===== src/rtl/uart_loader.sv =====
// uart_loader: serial program loader. Receives a framed image on a UART RX
// line and writes it word-by-word into CPU RAM. The CPU is held in reset
// while a load runs and is released only when the image checksum matches.
//
// Frame: SYNC_BYTE, LEN_LO, LEN_HI, 4*N data bytes, CSUM (sum of data bytes).
//
// Ports:
//   i_clk    system clock
//   i_rst    asynchronous reset, active-low
//   i_rx     UART receive line (idle high, asynchronous)
//   o_we     RAM write strobe, one cycle per word
//   o_addr   RAM word address (holds between strobes)
//   o_wdata  RAM write data (little-endian assembled word)
//   o_hold   CPU reset request
//   o_busy   frame in progress
//   o_done   one-cycle pulse on a verified load
//   o_err    sticky error flag, cleared by the next SYNC_BYTE
module uart_loader #(
  parameter int unsigned CLKS_PER_BIT = 104,
  parameter int unsigned ADDR_W       = 10,
  parameter logic [7:0]  SYNC_BYTE    = 8'hA5
) (
  input  logic              i_clk,
  input  logic              i_rst,
  input  logic              i_rx,
  output logic              o_we,
  output logic [ADDR_W-1:0] o_addr,
  output logic [31:0]       o_wdata,
  output logic              o_hold,
  output logic              o_busy,
  output logic              o_done,
  output logic              o_err
);

  localparam int unsigned CNT_W     = $clog2(CLKS_PER_BIT);
  localparam int unsigned HALF      = CLKS_PER_BIT / 2;
  localparam int unsigned MAX_WORDS = 1 << ADDR_W;
  localparam int unsigned WIDX_W    = ADDR_W + 1;

  localparam logic [1:0] RX_IDLE  = 2'd0;
  localparam logic [1:0] RX_START = 2'd1;
  localparam logic [1:0] RX_DATA  = 2'd2;
  localparam logic [1:0] RX_STOP  = 2'd3;

  localparam logic [2:0] S_IDLE   = 3'd0;
  localparam logic [2:0] S_LEN_LO = 3'd1;
  localparam logic [2:0] S_LEN_HI = 3'd2;
  localparam logic [2:0] S_DATA   = 3'd3;
  localparam logic [2:0] S_CSUM   = 3'd4;
  localparam logic [2:0] S_ERR    = 3'd5;

  // RX synchronizer; rx_prev_q gives falling-edge detection so a low line
  // after a framing error does not retrigger the receiver.
  logic rx_meta_q, rx_sync_q, rx_prev_q;

  logic [1:0]       rx_state_q, rx_state_d;
  logic [CNT_W-1:0] cnt_q, cnt_d;
  logic [2:0]       bit_q, bit_d;
  logic [7:0]       sh_q, sh_d;
  logic [7:0]       rx_byte_q, rx_byte_d;
  logic             byte_valid_q, byte_valid_d;
  logic             frame_err_q, frame_err_d;

  logic [2:0]        state_q, state_d;
  logic [7:0]        len_lo_q, len_lo_d;
  logic [15:0]       len_q, len_d;
  logic [WIDX_W-1:0] widx_q, widx_d;
  logic [1:0]        bcnt_q, bcnt_d;
  logic [23:0]       wacc_q, wacc_d;
  logic [7:0]        csum_q, csum_d;
  logic              we_q, we_d;
  logic [ADDR_W-1:0] addr_q, addr_d;
  logic [31:0]       wdata_q, wdata_d;
  logic              hold_q, hold_d;
  logic              busy_q, busy_d;
  logic              done_q, done_d;
  logic              err_q, err_d;

  logic [15:0] n_c;

  // UART receiver: start-bit check at half bit, data LSB first, then stop.
  always_comb begin
    rx_state_d   = rx_state_q;
    cnt_d        = cnt_q;
    bit_d        = bit_q;
    sh_d         = sh_q;
    rx_byte_d    = rx_byte_q;
    byte_valid_d = 1'b0;
    frame_err_d  = 1'b0;
    case (rx_state_q)
      RX_IDLE: begin
        if (rx_prev_q && !rx_sync_q) begin
          rx_state_d = RX_START;
          cnt_d      = '0;
        end
      end
      RX_START: begin
        if (cnt_q == CNT_W'(HALF - 1)) begin
          cnt_d      = '0;
          bit_d      = '0;
          rx_state_d = rx_sync_q ? RX_IDLE : RX_DATA;
        end else begin
          cnt_d = cnt_q + CNT_W'(1);
        end
      end
      RX_DATA: begin
        if (cnt_q == CNT_W'(CLKS_PER_BIT - 1)) begin
          cnt_d = '0;
          sh_d  = {rx_sync_q, sh_q[7:1]};
          if (bit_q == 3'd7) rx_state_d = RX_STOP;
          else               bit_d      = bit_q + 3'd1;
        end else begin
          cnt_d = cnt_q + CNT_W'(1);
        end
      end
      RX_STOP: begin
        if (cnt_q == CNT_W'(CLKS_PER_BIT - 1)) begin
          cnt_d      = '0;
          rx_state_d = RX_IDLE;
          if (rx_sync_q) begin
            byte_valid_d = 1'b1;
            rx_byte_d    = sh_q;
          end else begin
            frame_err_d = 1'b1;
          end
        end else begin
          cnt_d = cnt_q + CNT_W'(1);
        end
      end
      default: rx_state_d = RX_IDLE;
    endcase
  end

  // Loader FSM: frame parsing, word assembly and RAM write strobes.
  always_comb begin
    state_d  = state_q;
    len_lo_d = len_lo_q;
    len_d    = len_q;
    widx_d   = widx_q;
    bcnt_d   = bcnt_q;
    wacc_d   = wacc_q;
    csum_d   = csum_q;
    we_d     = 1'b0;
    addr_d   = addr_q;
    wdata_d  = wdata_q;
    hold_d   = hold_q;
    busy_d   = busy_q;
    done_d   = 1'b0;
    err_d    = err_q;
    n_c      = {rx_byte_q, len_lo_q};

    if (frame_err_q && (state_q != S_IDLE) && (state_q != S_ERR)) begin
      state_d = S_ERR;
      err_d   = 1'b1;
      busy_d  = 1'b0;
    end else if (byte_valid_q) begin
      case (state_q)
        S_IDLE, S_ERR: begin
          if (rx_byte_q == SYNC_BYTE) begin
            state_d = S_LEN_LO;
            busy_d  = 1'b1;
            hold_d  = 1'b1;
            err_d   = 1'b0;
            widx_d  = '0;
            bcnt_d  = '0;
            csum_d  = '0;
          end
        end
        S_LEN_LO: begin
          len_lo_d = rx_byte_q;
          state_d  = S_LEN_HI;
        end
        S_LEN_HI: begin
          len_d = n_c;
          if (32'(n_c) > MAX_WORDS) begin
            state_d = S_ERR;
            err_d   = 1'b1;
            busy_d  = 1'b0;
          end else if (n_c == 16'd0) begin
            state_d = S_CSUM;
          end else begin
            state_d = S_DATA;
          end
        end
        S_DATA: begin
          csum_d = csum_q + rx_byte_q;
          bcnt_d = bcnt_q + 2'd1;
          wacc_d = {rx_byte_q, wacc_q[23:8]};
          if (bcnt_q == 2'd3) begin
            we_d    = 1'b1;
            addr_d  = widx_q[ADDR_W-1:0];
            wdata_d = {rx_byte_q, wacc_q};
            widx_d  = widx_q + WIDX_W'(1);
            if (16'(widx_q) + 16'd1 == len_q) state_d = S_CSUM;
          end
        end
        S_CSUM: begin
          if (rx_byte_q == csum_q) begin
            done_d  = 1'b1;
            hold_d  = 1'b0;
            busy_d  = 1'b0;
            state_d = S_IDLE;
          end else begin
            state_d = S_ERR;
            err_d   = 1'b1;
            busy_d  = 1'b0;
          end
        end
        default: state_d = S_IDLE;
      endcase
    end
  end

  always_ff @(posedge i_clk or negedge i_rst) begin
    if (!i_rst) begin
      rx_meta_q    <= 1'b1;
      rx_sync_q    <= 1'b1;
      rx_prev_q    <= 1'b1;
      rx_state_q   <= RX_IDLE;
      cnt_q        <= '0;
      bit_q        <= '0;
      sh_q         <= '0;
      rx_byte_q    <= '0;
      byte_valid_q <= 1'b0;
      frame_err_q  <= 1'b0;
      state_q      <= S_IDLE;
      len_lo_q     <= '0;
      len_q        <= '0;
      widx_q       <= '0;
      bcnt_q       <= '0;
      wacc_q       <= '0;
      csum_q       <= '0;
      we_q         <= 1'b0;
      addr_q       <= '0;
      wdata_q      <= '0;
      hold_q       <= 1'b0;
      busy_q       <= 1'b0;
      done_q       <= 1'b0;
      err_q        <= 1'b0;
    end else begin
      rx_meta_q    <= i_rx;
      rx_sync_q    <= rx_meta_q;
      rx_prev_q    <= rx_sync_q;
      rx_state_q   <= rx_state_d;
      cnt_q        <= cnt_d;
      bit_q        <= bit_d;
      sh_q         <= sh_d;
      rx_byte_q    <= rx_byte_d;
      byte_valid_q <= byte_valid_d;
      frame_err_q  <= frame_err_d;
      state_q      <= state_d;
      len_lo_q     <= len_lo_d;
      len_q        <= len_d;
      widx_q       <= widx_d;
      bcnt_q       <= bcnt_d;
      wacc_q       <= wacc_d;
      csum_q       <= csum_d;
      we_q         <= we_d;
      addr_q       <= addr_d;
      wdata_q      <= wdata_d;
      hold_q       <= hold_d;
      busy_q       <= busy_d;
      done_q       <= done_d;
      err_q        <= err_d;
    end
  end

  assign o_we    = we_q;
  assign o_addr  = addr_q;
  assign o_wdata = wdata_q;
  assign o_hold  = hold_q;
  assign o_busy  = busy_q;
  assign o_done  = done_q;
  assign o_err   = err_q;

endmodule


===== config.mk =====
export PLATFORM = sky130hd
export DESIGN_NAME = uart_loader
export DESIGN_NICKNAME = d
export VERILOG_FILES = /design/src/rtl/uart_loader.sv
export SDC_FILE = /design/constraint.sdc
export NUM_CORES = 1
export LEC_CHECK = 0
export CAP_MARGIN = 10
export CORE_UTILIZATION = 36
export DETAILED_ROUTE_END_ITERATION = 8
export GPL_TIMING_DRIVEN = 1
export PLACE_DENSITY_LB_ADDON = 0.05
export SETUP_SLACK_MARGIN = 0.4
export SLEW_MARGIN = 20
export SYNTH_ARGS = -nofsm -noshare
export SYNTH_HDL_FRONTEND = slang
export SYNTH_SLANG_ARGS = --single-unit

===== constraint.sdc =====
create_clock -name i_clk -period 2.5 [get_ports i_clk]
set_clock_uncertainty 0.1 [all_clocks]
set_input_delay 0.75 -clock i_clk [delete_from_list [all_inputs] [get_ports i_clk]]
set_output_delay 0.75 -clock i_clk [all_outputs]
set_load 0.01 [all_outputs]

-- Yosys cells after proc, flatten, opt, wreduce, memory -nomap -nowiden
Index checks and enable logic that the tools add are counted.
- memories kept: 0
- output and inout port bits: 47
- bits in registers: 152
- RAM bits: 0
- bits of input ports: 3
- bits in latches: 0
- memory bits (read-only): 0
- div/mod/pow operators: 0
- $mul: 0
- equal/unequal tests: 30
- bitwise operators: 1
- reduce and logical (&&, ||, !) cells: 29
- order comparisons: 1
- shift operators: 0
- add/subtract/negate cells: 6
- mux-type cells: 58
- operators with widths (cell ; count):
    $mux 3 ; 11
    $mux 1 ; 24
    $mux 11 ; 2
    $pmux 11 s2 ; 1
    $mux 7 ; 3
    $pmux 7 s3 ; 1
    $reduce_and 4->1 ; 5
    $reduce_and 5->1 ; 4
    $ne 2x2->1 const B ; 9
    $ne 3x3->1 const B ; 6
    $eq 12x16->1 ; 1
    $gt 16x11->1 const B ; 1
    $logic_not 16->1 ; 1
    $pmux 8 s2 ; 1
    $pmux 3 s5 ; 1
    $mux 2 ; 7
    $add 11x1->12 const B ; 1
    $reduce_and 3->1 ; 4
    $add 11x1->11 const B ; 1
    $eq 3x3->1 const B ; 3
    $add 8x8->8 ; 1
    $eq 8x8->1 ; 1
    $eq 8x8->1 const B ; 1
    $mux 8 ; 1
    24 further kinds ; 34

-- Longest topological paths before layout
- word-level depth: 7
- mapped depth: 9
- depth with buffers taken out: 8

-- Least setup slack after synthesis
OpenSTA, ideal clock, no wires.
- kind: register to register
- from: register widx_q[0]
- to: register state_q[0]
- buffers on the path: 0
- slack: 0.237 ns
- period minus slack after synthesis: 2.263 ns
- cell stages (with the launch flop): 8
- library setup time: 0.126 ns
- arrival: 2.037 ns
- cells stage by stage: dfrtp_1 ha_1 xor2_1 a211oi_2 nand4_1 or4b_4 nor4_4 o21ai_1
- word-level cells in the longest chain between the ends: 4
- RTL lines (item ; RTL line ; source):
    start: declaration ; 67 ; logic [WIDX_W-1:0] widx_q, widx_d;
    start signal: assignment ; 254 ; widx_q <= widx_d;
    $add 11x1->12 ; 194 ; if (16'(widx_q) + 16'd1 == len_q) state_d = S_CSUM;
    $eq 12x16->1 ; 194 ;
    $ne 3x3->1 (no line) ; - ;
    $reduce_and 4->1 (no line) ; - ;
    end signal: assignment ; 251 ; state_q <= state_d;
    end: declaration ; 64 ; logic [2:0] state_q, state_d;
No other way between the ends.
A chain may end at the register's enable or synchronous reset.

-- Final worst setup path
- from: register widx_q[1]
- to: register state_q[1]
The elaborated chain is that of the path after synthesis.

==> impl_metrics.ini <==
[route]
drc = 0
wl_um = 16200
avgViaCountPerCell = 5.09
routedWlPerCell_um = 15.8
drt_pass1_iterations = 4
ant_nets = 0
vias = 5207
drt_iter0_drc = 244

[global_route]
grt_usage = 0.172
grt_pass1_wl_um = 26700
grt_max_degree = 54
overflow = 0
grt_pass1_vias = 5100
antenna_found_initial = 0

[flow_run]
maxCapViolCount = 0

[timing]
setup_ws_ns = 0.341
worst_slew_pin_slew_ns = 0.476
fin_crit_sh = 0.864
setup_tns_ns = 0
grt_setup_unrepaired = yes
finalHoldViolations = 0
finalCriticalPeriod_ns = 2.16
slew_violations = 0
fmax_mhz = 463
relSlewSlack = 0.681
setup_viol = 0

[final_layout]
fillers = 1815
nets = 791
layout_common_cells = nand2_1, dfrtp_1, dlygate4sd2_1, mux2_2, buf_4
area_growth_pct = 26.0
final_common_cell = nand2_1
drive_gt1_frac = 0.216
diodes = 0

[power_and_ir_drop]
power_density_mw_per_mm2 = 646
p_switching_uw = 1430
seq_power_share = 0.466
p_clk_frac = 0.469
combPwrFrac = 0.065
ir_drop_v = 0.000485
power_leakage_uw = 0.00448
p_int_uw = 4200
p_sw_frac = 0.253

[setup_path]
slowest_delay_ns = 0.51
crit_path_top_delay_cell = or4b_4
cp-end-kind = register
cp_max_fo = 3
cp.required_ns = 2.70
path_cells = ha_4, xor2_1, a211oi_2, nand4_1, or4b_4, nor4_4, o21ai_1
critPathTopFamily = simple AND/OR/NAND/NOR gates
crit_buf_inv = 0
critPathArrivalTime_ns = 2.36
crit_path_start_kind = register
reg2reg_from = widx_q[1]
crit_start = widx_q[1]
path_class = reg -> reg

[die]
rows = 50
die_h_um = 141
die-area_mm2 = 0.0198
ioPinCount = 50
die_w_um = 141
core_area_mm2 = 0.0188
start_util = 0.369

[worst_hold_path]
hold_path_class = in -> async

[cts]
cts-buffers-inserted = 17
h-tree-depth = 4
clk_latency_ns = 0.43
path_clk_slew_ns = 0.07
clock-sinks = 152
clock_path_buffers = 2
cts_tree = built
root_buffer = clkbuf_16

[synth]
synthArstFlopShare = 1.00
synthDistinctLibCells = 66
ys_seq_area_frac = 0.550
synth_edf_count = 0
synth-seq-cells = 152
avgSynthCellArea_um2 = 9.90
synth_ff_type = dfrtp_1
yosys_warnings = 0
netlist_instances = 699
syn-num-nets = 715
mappedNetlistArea_mm2 = 0.00692

[placement]
gp_congestion = 0.853
numPortBuffers = 49
dp_slack_ns = 0.191
hpwlAfterDp_um = 10700

[status]
status = finished clean
==> power groups by stage <==
| stage | clock, µW | combinational, µW | sequential [µW] |
|---|---|---|---|
| 2_1_floorplan | 0 | 228 | 2630 |
| 3_3_place_gp | 0 | 325 | 2660 |
| 3_5_place_dp | 0 | 337 | 2670 |
| 4_1_cts | 2720 | 360 | 2620 |
| 5_1_grt | 2820 | 411 | 2640 |
| 6_report | 2640 | 363 | 2630 |
==> metal layers <==
metal | global-route usage | share of wire | vias up
met3 | 0.0306 | 0.027 | 23
met1 | 0.238 | 0.49 | 2551
li1 | - | - | 2543
met2 | 0.273 | 0.47 | 90
met4 | 0.0606 | 0.018 | 0
met5 | 0 | 0 | -
==> Yosys cell counts, types with 8 or more instances <==
cell type	instances	area, µm²
mux2_2	39	439
xor2_1	9	78.8
ha_1	12	150
buf_2	9	45.0
nor3_1	10	50.1
nand2_1	230	863
dfrtp_1	149	3730
o31ai_1	8	60.1
nand3_1	9	45.0
o21ai_1	18	90.1
xnor2_1	11	96.3
nor2b_1	8	50.1
o21ai_0	27	135
clkbuf_1	24	90.1
a21oi_1	13	65.1
nor2_1	20	75.1
nand4_1	8	50.1
==> state kept, by name (all words and copies together), names as in the netlist, 7 cells and up, named ones only <==
signal and flops:
o_wdata 32, wacc_q 24, rx_byte_q 8, cnt_q 7, len_lo_q 8, sh_q 8
o_addr 10, len_q 16, widx_q 11, csum_q 8
==> metrics by stage <==
| stage | utilization | total power, µW | instances | cell area, µm² | hold WS [ns] |
|---|---|---|---|---|---|
| after floorplan | - | 2850 | 699 | 6930 | 0.245 |
| after CTS | 0.453 | 5690 | 1013 | 8510 | 0.149 |
| final | 0.464 | 5630 | 1022 | 8710 | 0.146 |
| after global routing | 0.464 | 5870 | 1022 | 8710 | 0.164 |
| after global placement | 0.417 | 2990 | 974 | 7830 | 0.250 |
| after detailed placement | 0.417 | 3000 | 974 | 7830 | 0.254 |
==> worst reg2reg max path, delay by kind of cell, from the launching register on <==
family,cells,cell delay [ns]
DFF,1,0.43
adders and majority gates,1,0.24
AOI/OAI and AO/OA,2,0.23
and+or+nand+nor,3,0.87
xor gates and xnor gates,1,0.16
==> timing repair <==
action                                  4_1_cts  5_1_grt
hold buffers                                  0        0
pin swaps                                     5       13
endpoints found under the setup margin       81       77
setup buffers                                 7        9
gates resized for setup                      64       35
==> final timing paths <==
| path | to | depth (start not counted) | slack [ns] |
|---|---|---|---|
| min in group i_clk | rx_sync_q | 0 | 0.27 |
| min reg2reg | rx_sync_q | 0 | 0.27 |
| max | state_q[1] | 7 | 0.34 |
| max reg2reg | state_q[1] | 7 | 0.34 |
| max in group asynchronous | rx_byte_q[4] | 2 | 1.50 |
| min | o_addr[2] | 1 | 0.15 |
==> layout make-up <==
cell class | instances | area, µm² | share of cell area
clock buffers | 17 | 425 | 0.0488
clock inverters | 15 | 180 | 0.0207
inverters | 8 | 32.5 | 0.00373
multi-input cells | 504 | 3120 | 0.358
flip-flops and latches | 152 | 3820 | 0.439
well taps | 234 | 293 | 0.0336
repair buffers | 92 | 837 | 0.0961
==> kinds of logic after synthesis <==
kind of cell | count (synthesis) | synth area share
xor+xnor | 20 | 0.0253
buf+inv | 43 | 0.0250
compound gates | 105 | 0.0959
flops | 152 | 0.550
fa+ha+maj | 14 | 0.0260
mux | 45 | 0.0724
simple gates | 320 | 0.205
(Power assumes the default switching activity.)
